===== config.mk =====
export PLATFORM = sky130hd
export DESIGN_NAME = spi_cfg_ctrl
export DESIGN_NICKNAME = d
export VERILOG_FILES = /design/src/rtl/spi_cfg_pkg.sv /design/src/rtl/spi_cfg_ctrl_sync_edge.sv /design/src/rtl/spi_cfg_ctrl.sv
export SDC_FILE = /design/constraint.sdc
export NUM_CORES = 1
export LEC_CHECK = 0
export CELL_PAD_IN_SITES_DETAIL_PLACEMENT = 0
export CELL_PAD_IN_SITES_GLOBAL_PLACEMENT = 1
export CORE_MARGIN = 10
export CORE_UTILIZATION = 25
export DETAILED_ROUTE_END_ITERATION = 10
export GPL_TIMING_DRIVEN = 0
export PLACE_DENSITY = 0.57
export SETUP_SLACK_MARGIN = 0.2
export SKIP_CTS_REPAIR_TIMING = 1
export SLEW_MARGIN = 10
export SYNTH_ARGS = -nofsm -noshare
export SYNTH_HDL_FRONTEND = slang
export SYNTH_HIERARCHICAL = 1
export SYNTH_SLANG_ARGS = --single-unit
export TNS_END_PERCENT = 100

===== constraint.sdc =====
create_clock -name clk -period 2.81 [get_ports clk]
set_clock_uncertainty 0.05 [all_clocks]
set_input_delay 0.4215 -clock clk [delete_from_list [all_inputs] [get_ports clk]]
set_output_delay 0.4215 -clock clk [all_outputs]
set_load 0.1 [all_outputs]

===== src/rtl/spi_cfg_pkg.sv =====
// Shared definitions for the SPI configuration controller: cfg_word field
// layout, power-on defaults and the frame FSM state encoding.
package spi_cfg_pkg;

    localparam int ACC_INC_LSB     = 0;
    localparam int ACC_INC_W       = 18;
    localparam int DF_INC_COEF_LSB = 18;
    localparam int DF_INC_COEF_W   = 4;
    localparam int DF_INC_FACT_LSB = 22;
    localparam int DF_INC_FACT_W   = 2;
    localparam int DAC_ENA_LSB     = 24;
    localparam int DAC_ENA_W       = 5;
    localparam int DITH_FACT_LSB   = 29;
    localparam int DITH_FACT_W     = 3;
    localparam int FLAGS_LSB       = 32;
    localparam int FLAGS_W         = 4;
    localparam int CFG_W           = 36;

    localparam logic [ACC_INC_W-1:0]     ACC_INC_DEF     = 18'd52429;
    localparam logic [DF_INC_COEF_W-1:0] DF_INC_COEF_DEF = 4'd12;
    localparam logic [DF_INC_FACT_W-1:0] DF_INC_FACT_DEF = 2'd0;
    localparam logic [DAC_ENA_W-1:0]     DAC_ENA_DEF     = 5'b11111;
    localparam logic [DITH_FACT_W-1:0]   DITH_FACT_DEF   = 3'd2;

    typedef enum logic [1:0] {
        IDLE,
        SHIFT,
        COMMIT,
        ABORT
    } state_t;

    // Assembles the reset value of cfg_word from the per-field defaults.
    function automatic logic [CFG_W-1:0] cfg_default();
        logic [CFG_W-1:0] w;
        w = '0;
        w[ACC_INC_LSB     +: ACC_INC_W]     = ACC_INC_DEF;
        w[DF_INC_COEF_LSB +: DF_INC_COEF_W] = DF_INC_COEF_DEF;
        w[DF_INC_FACT_LSB +: DF_INC_FACT_W] = DF_INC_FACT_DEF;
        w[DAC_ENA_LSB     +: DAC_ENA_W]     = DAC_ENA_DEF;
        w[DITH_FACT_LSB   +: DITH_FACT_W]   = DITH_FACT_DEF;
        w[FLAGS_LSB       +: FLAGS_W]       = '0;
        return w;
    endfunction

endpackage


===== src/rtl/spi_cfg_ctrl_sync_edge.sv =====
// Two-flop synchronizer for an asynchronous input, with a history flop
// providing single-cycle rise and fall strobes in the clk domain.
module sync_edge (
    input  logic clk,
    input  logic rst_n,
    input  logic din,
    output logic rise,
    output logic fall
);

    logic s1, s2, s3;

    always_ff @(posedge clk or negedge rst_n) begin
        if (!rst_n) begin
            s1 <= 1'b0;
            s2 <= 1'b0;
            s3 <= 1'b0;
        end else begin
            s1 <= din;
            s2 <= s1;
            s3 <= s2;
        end
    end

    assign rise = s2 & ~s3;
    assign fall = ~s2 & s3;

endmodule


===== src/rtl/spi_cfg_ctrl.sv =====
// SPI slave that shifts in a configuration word and commits it atomically
// on chip-select release, while shifting out the previous word on MISO.
module spi_cfg_ctrl
    import spi_cfg_pkg::*;
#(
    parameter int N  = 18,
    parameter int K  = 4,
    parameter int L  = 2,
    parameter int D  = 5,
    parameter int DW = N + K + L + D + 7
) (
    input  logic          clk,
    input  logic          rst_n,
    input  logic          spi_clk,
    input  logic          spi_csn,
    input  logic          spi_mosi,
    output logic          spi_miso,
    output logic [DW-1:0] cfg_word,
    output logic          cfg_update,
    output logic          frame_err,
    output logic [7:0]    err_cnt
);

    localparam logic [DW-1:0] CFG_DEF  = DW'(cfg_default());
    localparam logic [5:0]    CNT_FULL = 6'(DW);
    localparam logic [5:0]    CNT_SAT  = 6'(DW + 1);

    state_t          state, state_nx;
    logic            sck_rise, sck_fall, csn_rise, csn_fall;
    logic            mosi_s1, mosi_s2;
    logic [5:0]      bit_cnt;
    logic [DW-1:0]   wr_shift, rd_shift;

    sync_edge u_sync_sck (
        .clk   (clk),
        .rst_n (rst_n),
        .din   (spi_clk),
        .rise  (sck_rise),
        .fall  (sck_fall)
    );

    sync_edge u_sync_csn (
        .clk   (clk),
        .rst_n (rst_n),
        .din   (spi_csn),
        .rise  (csn_rise),
        .fall  (csn_fall)
    );

    always_ff @(posedge clk or negedge rst_n) begin
        if (!rst_n) begin
            mosi_s1 <= 1'b0;
            mosi_s2 <= 1'b0;
        end else begin
            mosi_s1 <= spi_mosi;
            mosi_s2 <= mosi_s1;
        end
    end

    always_ff @(posedge clk or negedge rst_n) begin
        if (!rst_n) begin
            state <= IDLE;
        end else begin
            state <= state_nx;
        end
    end

    // A frame with no clocks at all is treated as a harmless chip-select blip.
    always_comb begin
        state_nx = state;
        unique case (state)
            IDLE:   if (csn_fall) state_nx = SHIFT;
            SHIFT: begin
                if (csn_rise) begin
                    if (bit_cnt == CNT_FULL)  state_nx = COMMIT;
                    else if (bit_cnt == '0)   state_nx = IDLE;
                    else                      state_nx = ABORT;
                end
            end
            COMMIT: state_nx = IDLE;
            ABORT:  state_nx = IDLE;
            default: state_nx = IDLE;
        endcase
    end

    always_ff @(posedge clk or negedge rst_n) begin
        if (!rst_n) begin
            bit_cnt    <= '0;
            wr_shift   <= '0;
            rd_shift   <= '0;
            cfg_word   <= CFG_DEF;
            cfg_update <= 1'b0;
            frame_err  <= 1'b0;
            err_cnt    <= '0;
        end else begin
            cfg_update <= (state == COMMIT);
            frame_err  <= (state == ABORT);
            if (state == COMMIT) begin
                cfg_word <= wr_shift;
            end
            if (state == ABORT && err_cnt != 8'hFF) begin
                err_cnt <= err_cnt + 8'd1;
            end
            if (state == IDLE && csn_fall) begin
                bit_cnt  <= '0;
                rd_shift <= cfg_word;
            end
            // Chip-select release wins over a coincident spi_clk edge.
            if (state == SHIFT && !csn_rise) begin
                if (sck_rise) begin
                    wr_shift <= {wr_shift[DW-2:0], mosi_s2};
                    if (bit_cnt != CNT_SAT) begin
                        bit_cnt <= bit_cnt + 6'd1;
                    end
                end
                if (sck_fall) begin
                    rd_shift <= {rd_shift[DW-2:0], 1'b0};
                end
            end
        end
    end

    assign spi_miso = rd_shift[DW-1];

endmodule


# Word level (Yosys, flattened, before mapping)
# Index checks and enable logic that the tools add are counted.
[classes] add_sub_neg=2 n_eq_ne=8 muxes=12 bitwise=8 n_reduce_logical=9
[ops] cell="36-bit two-way mux" count=3
[ops] cell="6-bit two-way mux" count=4
[ops] cell="8-bit by 1-bit adder with 8-bit output, second input constant" count=1
[ops] cell="2-bit two-way mux" count=4
[ops] cell="8-bit inequality test, second input constant" count=1
[ops] cell="6-bit by 1-bit adder with 6-bit output, second input constant" count=1
[ops] cell="6-bit equality test, second input constant" count=1
[ops] cell="6-bit logical NOT" count=1
[ops] cell="6-bit inequality test, second input constant" count=1
[ops] cell="2-bit case mux with 3 select lines" count=1
[ops] cell="1-bit bitwise AND" count=4
[ops] cell="2-bit equality test, second input constant" count=2
[ops] cell="2-bit inequality test, second input constant" count=2
[ops] cell="1-bit inverter" count=4
[ops] cell="2-bit AND reduction" count=2
[ops] cell="1-bit logical AND" count=3
[ops] cell="2-bit by 1-bit equality test with 1-bit output, second input constant" count=1
[ops] cell="2-bit logical NOT" count=1
[ops] cell="2-bit OR reduction" count=1
[ops] cell="1-bit logical NOT" count=1
[word_totals] register_bits=134 output_inout_bits=47 word_cells=55

# Depth between registers and ports, before layout
[depth] ltp_word=7 ltp_mapped=7

# Hierarchy
# Netlist, hierarchy kept.
[by_module_without_submodules] module="spi_cfg_ctrl" instances=1 cells_each=399 area_each_um2=5474.0 seq_area_each_um2=3224.3
[by_module_without_submodules] module="sync_edge" instances=2 cells_each=5 area_each_um2=90.1 seq_area_each_um2=75.1

# Worst setup path before layout
# Ideal clock, no wire load.
[synth_timing] path_type="register to register" startpoint="reg err_cnt[0]" endpoint="reg err_cnt[1]" setup_ns=0.126 t_arrival_ns=2.133 required_time_ns=2.634 setup_slack_ns=0.501 path_stages_with_launch=6 n_path_buf=0 path_cell_list="dfrtp_1 > ha_1 > and4_1 > nand4_1 > nand2_1 > mux2_2"
[synth_between] elab_chain_cells=2
[synth_lines] item="start, declared" line_no="spi_cfg_ctrl.sv:21" rtl="output logic [7:0] err_cnt"
[synth_lines] item="start signal, assigned" line_no="spi_cfg_ctrl.sv:102" rtl="err_cnt <= err_cnt + 8'd1;"
[synth_lines] item="parallel branches: the longest is 2 deep, another holds 8-bit by 1-bit adder with 8-bit output"
# Several ways; the timed one is not identified.
# A chain may end at the register's enable or synchronous reset.

# Worst setup path after layout
[layout_timing] startpoint="reg cfg_word[6]" endpoint="out cfg_word[6]"
[layout_rtl] item="start, declared" line_no="spi_cfg_ctrl.sv:18" rtl="output logic [DW-1:0] cfg_word,"
[layout_rtl] item="start signal, assigned" line_no="spi_cfg_ctrl.sv:99" rtl="cfg_word <= wr_shift;"
# No word-level cell between the ends.

==> impl_metrics.toml <==
[floorplanning]
die_area_um2 = 29030
ios = 52
core-area_um2 = 22030
die_x_um = 170.4
initial_core_util_pct = 25.67
rows = 54
fp.dieH_um = 170.4

[logic_synthesis]
synth_warnings = 6
ys_seq_elements = 134
synth_area_um2 = 5654
ys_async_sr_fraction_pct = 100.0
netlist_instances = 409
synth.net_count = 418
yosysSeqAreaShare_pct = 59.68
synth_cell_types = 40
synth_edf_count = 0
synthFlopType = "dfrtp_1"
syn_avg_cell_area_um2 = 13.82

[detailed_routing]
drtIter0Drc = 127
first_pass_iters = 4
vias_per_cell = 4.298
antenna_left = 0
wl_um = 11690
wire_per_inst_um = 15.14
route.detailed.drc = 0
vias = 3318

[power_and_ir_drop]
leakage_nw = 3.443
clock_power_share_pct = 39.6
power_frac_comb_pct = 19.1
p_int_mw = 3.846
power.switching_mw = 1.614
power_frac_seq_pct = 41.3
powerDensity_nw_per_um2 = 762.5
max-vdd-ir-drop_mv = 0.7120
total_power_mw = 5.460
p_sw_share_pct = 29.56

[outcome]
failed_checks = "negative hold slack"
status = "finished, violations left"

[global_route]
grtUsageMet3_pct = 3.031
grt_first_pass_wirelength_um = 19550
grt_max_degree = 69
grt_busiest_layer = "met2"
antenna_found_initial = 0
use_met2_pct = 13.70
grt_pass1_vias = 3595
met1_usage_pct = 10.38
grt.overflow.total = 0
grt_usage_pct = 8.574

[clocking]
clk_latency_ns = 0.41
clockBufferDepth = 2
h-tree-depth = 4
tritoncts = "done"
root_buffer = "clkbuf_16"
clk_pin_slew_ns = 0.05
clock_sinks = 134
cts_made_buffers = 17

[cells_and_area]
areaGrowthSynthToFinish_pct = 26.64
diodes = 0
layout_common_cells = "dfrtp_1 (117), mux2_2 (51), nand2_1 (45)"
final_cells = 772
stdcell_area_um2 = 7161
finalNetCount = 489
drive_above_1_share_pct = 30.69
final_util_pct = 32.51
layout_commonest_cell = "dfrtp_1"

[timing]
setup_violations = 0
fin_crit_sh_pct = 91.03
worst_pin_slew_ns = 1.009
rsz0062_at_grt = "no"
fin_crit_ns = 2.558
relSlewSlack_pct = 32.52
final_hold_viol_count = 43
slew_viol_final = 0
timing.fmax_mhz = 390.9
fin_tns_setup_ns = 0
hold_ws_ns = -0.02613

[setup_path]
crit_type = "reg2out"
path_max_fanout = 3
crit_arrival_ns = 2.09
reg2reg_from = "err_cnt[0]"
slowest_delay_ns = 1.13
path_cells = "clkdlybuf4s50_1"
cp_data_required_time_ns = 2.34
reg2reg_slack_ns = 1.09
cpLargestDelayFamily = "buffers and inverters"
critPathBufInv = 1
timing.rr.end = "err_cnt[1]"
cp-start-kind = "register"
r2r_cells = 5
cp-end-kind = "output pin"
slowest_stage = "clkdlybuf4s50_1"

[hold_path]
hp-class = "in2async"

[placed_design]
dp_hpwl_um = 7917
placed_area_um2 = 6544
io_buffer_count = 51
gp_congestion = 0.7145
place_inst = 741

[job]
max_cap_violations = 0
[metrics by stage]
stage | hold WS [ns] | setup WS [ns]
after floorplan | 0.07591 | 0.5012
after global placement | 0.2850 | -4.046
after detailed placement | 0.2879 | 0.6347
after CTS | -0.02266 | 0.1823
after global routing | 0.002809 | 0.2074
final | -0.02613 | 0.2520
[per-layer routing]
layer,routed length [um],up-vias,part of all wire (%)
met1,5290,1680,45
li1,-,1577,-
met5,0,-,0
met2,5689,51,49
met4,138,0,1.2
met3,567,10,4.9
[power by group through the flow]
| stage | sequential [mW] | combinational (mW) | clock (mW) |
|---|---|---|---|
| after floorplan | 2.60 | 0.458 | 0 |
| after global placement | 2.28 | 1.05 | 0 |
| after detailed placement | 2.29 | 1.06 | 0 |
| after CTS | 2.26 | 1.07 | 2.24 |
| after global routing | 2.28 | 1.12 | 2.34 |
| final | 2.25 | 1.04 | 2.16 |
[registers in the layout, indices dropped and copies added (netlist names)]
signal	count
frame_err	1
rd_shift	36
err_cnt	8
u_sync_csn/s2	1
cfg_update	1
u_sync_sck/s1	1
u_sync_csn/s3	1
u_sync_csn/s1	1
mosi_s1	1
wr_shift	36
u_sync_sck/s2	1
cfg_word	36
u_sync_sck/s3	1
bit_cnt	6
mosi_s2	1
state	2
[cells in the mapped netlist, types with 2 or more instances]
cell type	count	share of area, %
and4bb_1	2	0.44
mux2_4	23	6.1
dfrtp_1	117	52
nand4_1	2	0.22
ha_1	4	0.89
a21oi_1	2	0.18
buf_8	2	0.53
buf_4	5	0.66
xnor2_1	3	0.46
buf_12	2	0.71
inv_1	5	0.33
o21a_1	3	0.40
mux2_2	51	10
buf_6	4	0.80
o21ai_1	26	2.3
and2b_2	2	0.31
o21ai_0	12	1.1
and3_1	2	0.22
nand2_1	45	3.0
nand3b_1	2	0.27
dfstp_2	17	7.9
clkbuf_2	2	0.18
nor2_1	6	0.40
buf_2	6	0.53
nand3_1	10	0.89
nor2b_1	4	0.44
mux2i_1	37	6.6
[worst max-delay path by stage]
stage               depth (start not counted)            to   startpoint  slack [ns]
CTS                                         1   cfg_word[0]  cfg_word[0]        0.18
finish                                      1   cfg_word[6]  cfg_word[6]        0.25
global route                                1   cfg_word[6]  cfg_word[6]        0.21
floorplan                                   5    err_cnt[1]   err_cnt[0]        0.50
detailed placement                          1   cfg_word[0]  cfg_word[0]        0.63
global placement                            1  cfg_word[12]        rst_n       -4.05
[logic make-up after synthesis]
group	after synthesis	synth area share (%)
muxes	111	22.81
xor gates and xnor gates	3	0.4648
buffers and inverters	27	3.806
AOI/OAI and AO/OA	48	4.846
adders and majority gates	4	0.8852
DFF	134	59.68
and+or+nand+nor	82	7.501
[final cells by class]
type                       count  area (um2)
fill                        2175       14870
clock buffer                  23       478.0
multi-input combinational    248        2064
clock inverter                 8       98.84
tap                          280       350.3
sequential                   134        3374
buffer                        22       196.4
inverter                       5       18.77
timing repair buffer          52       579.3
(Power assumes the default switching activity.)
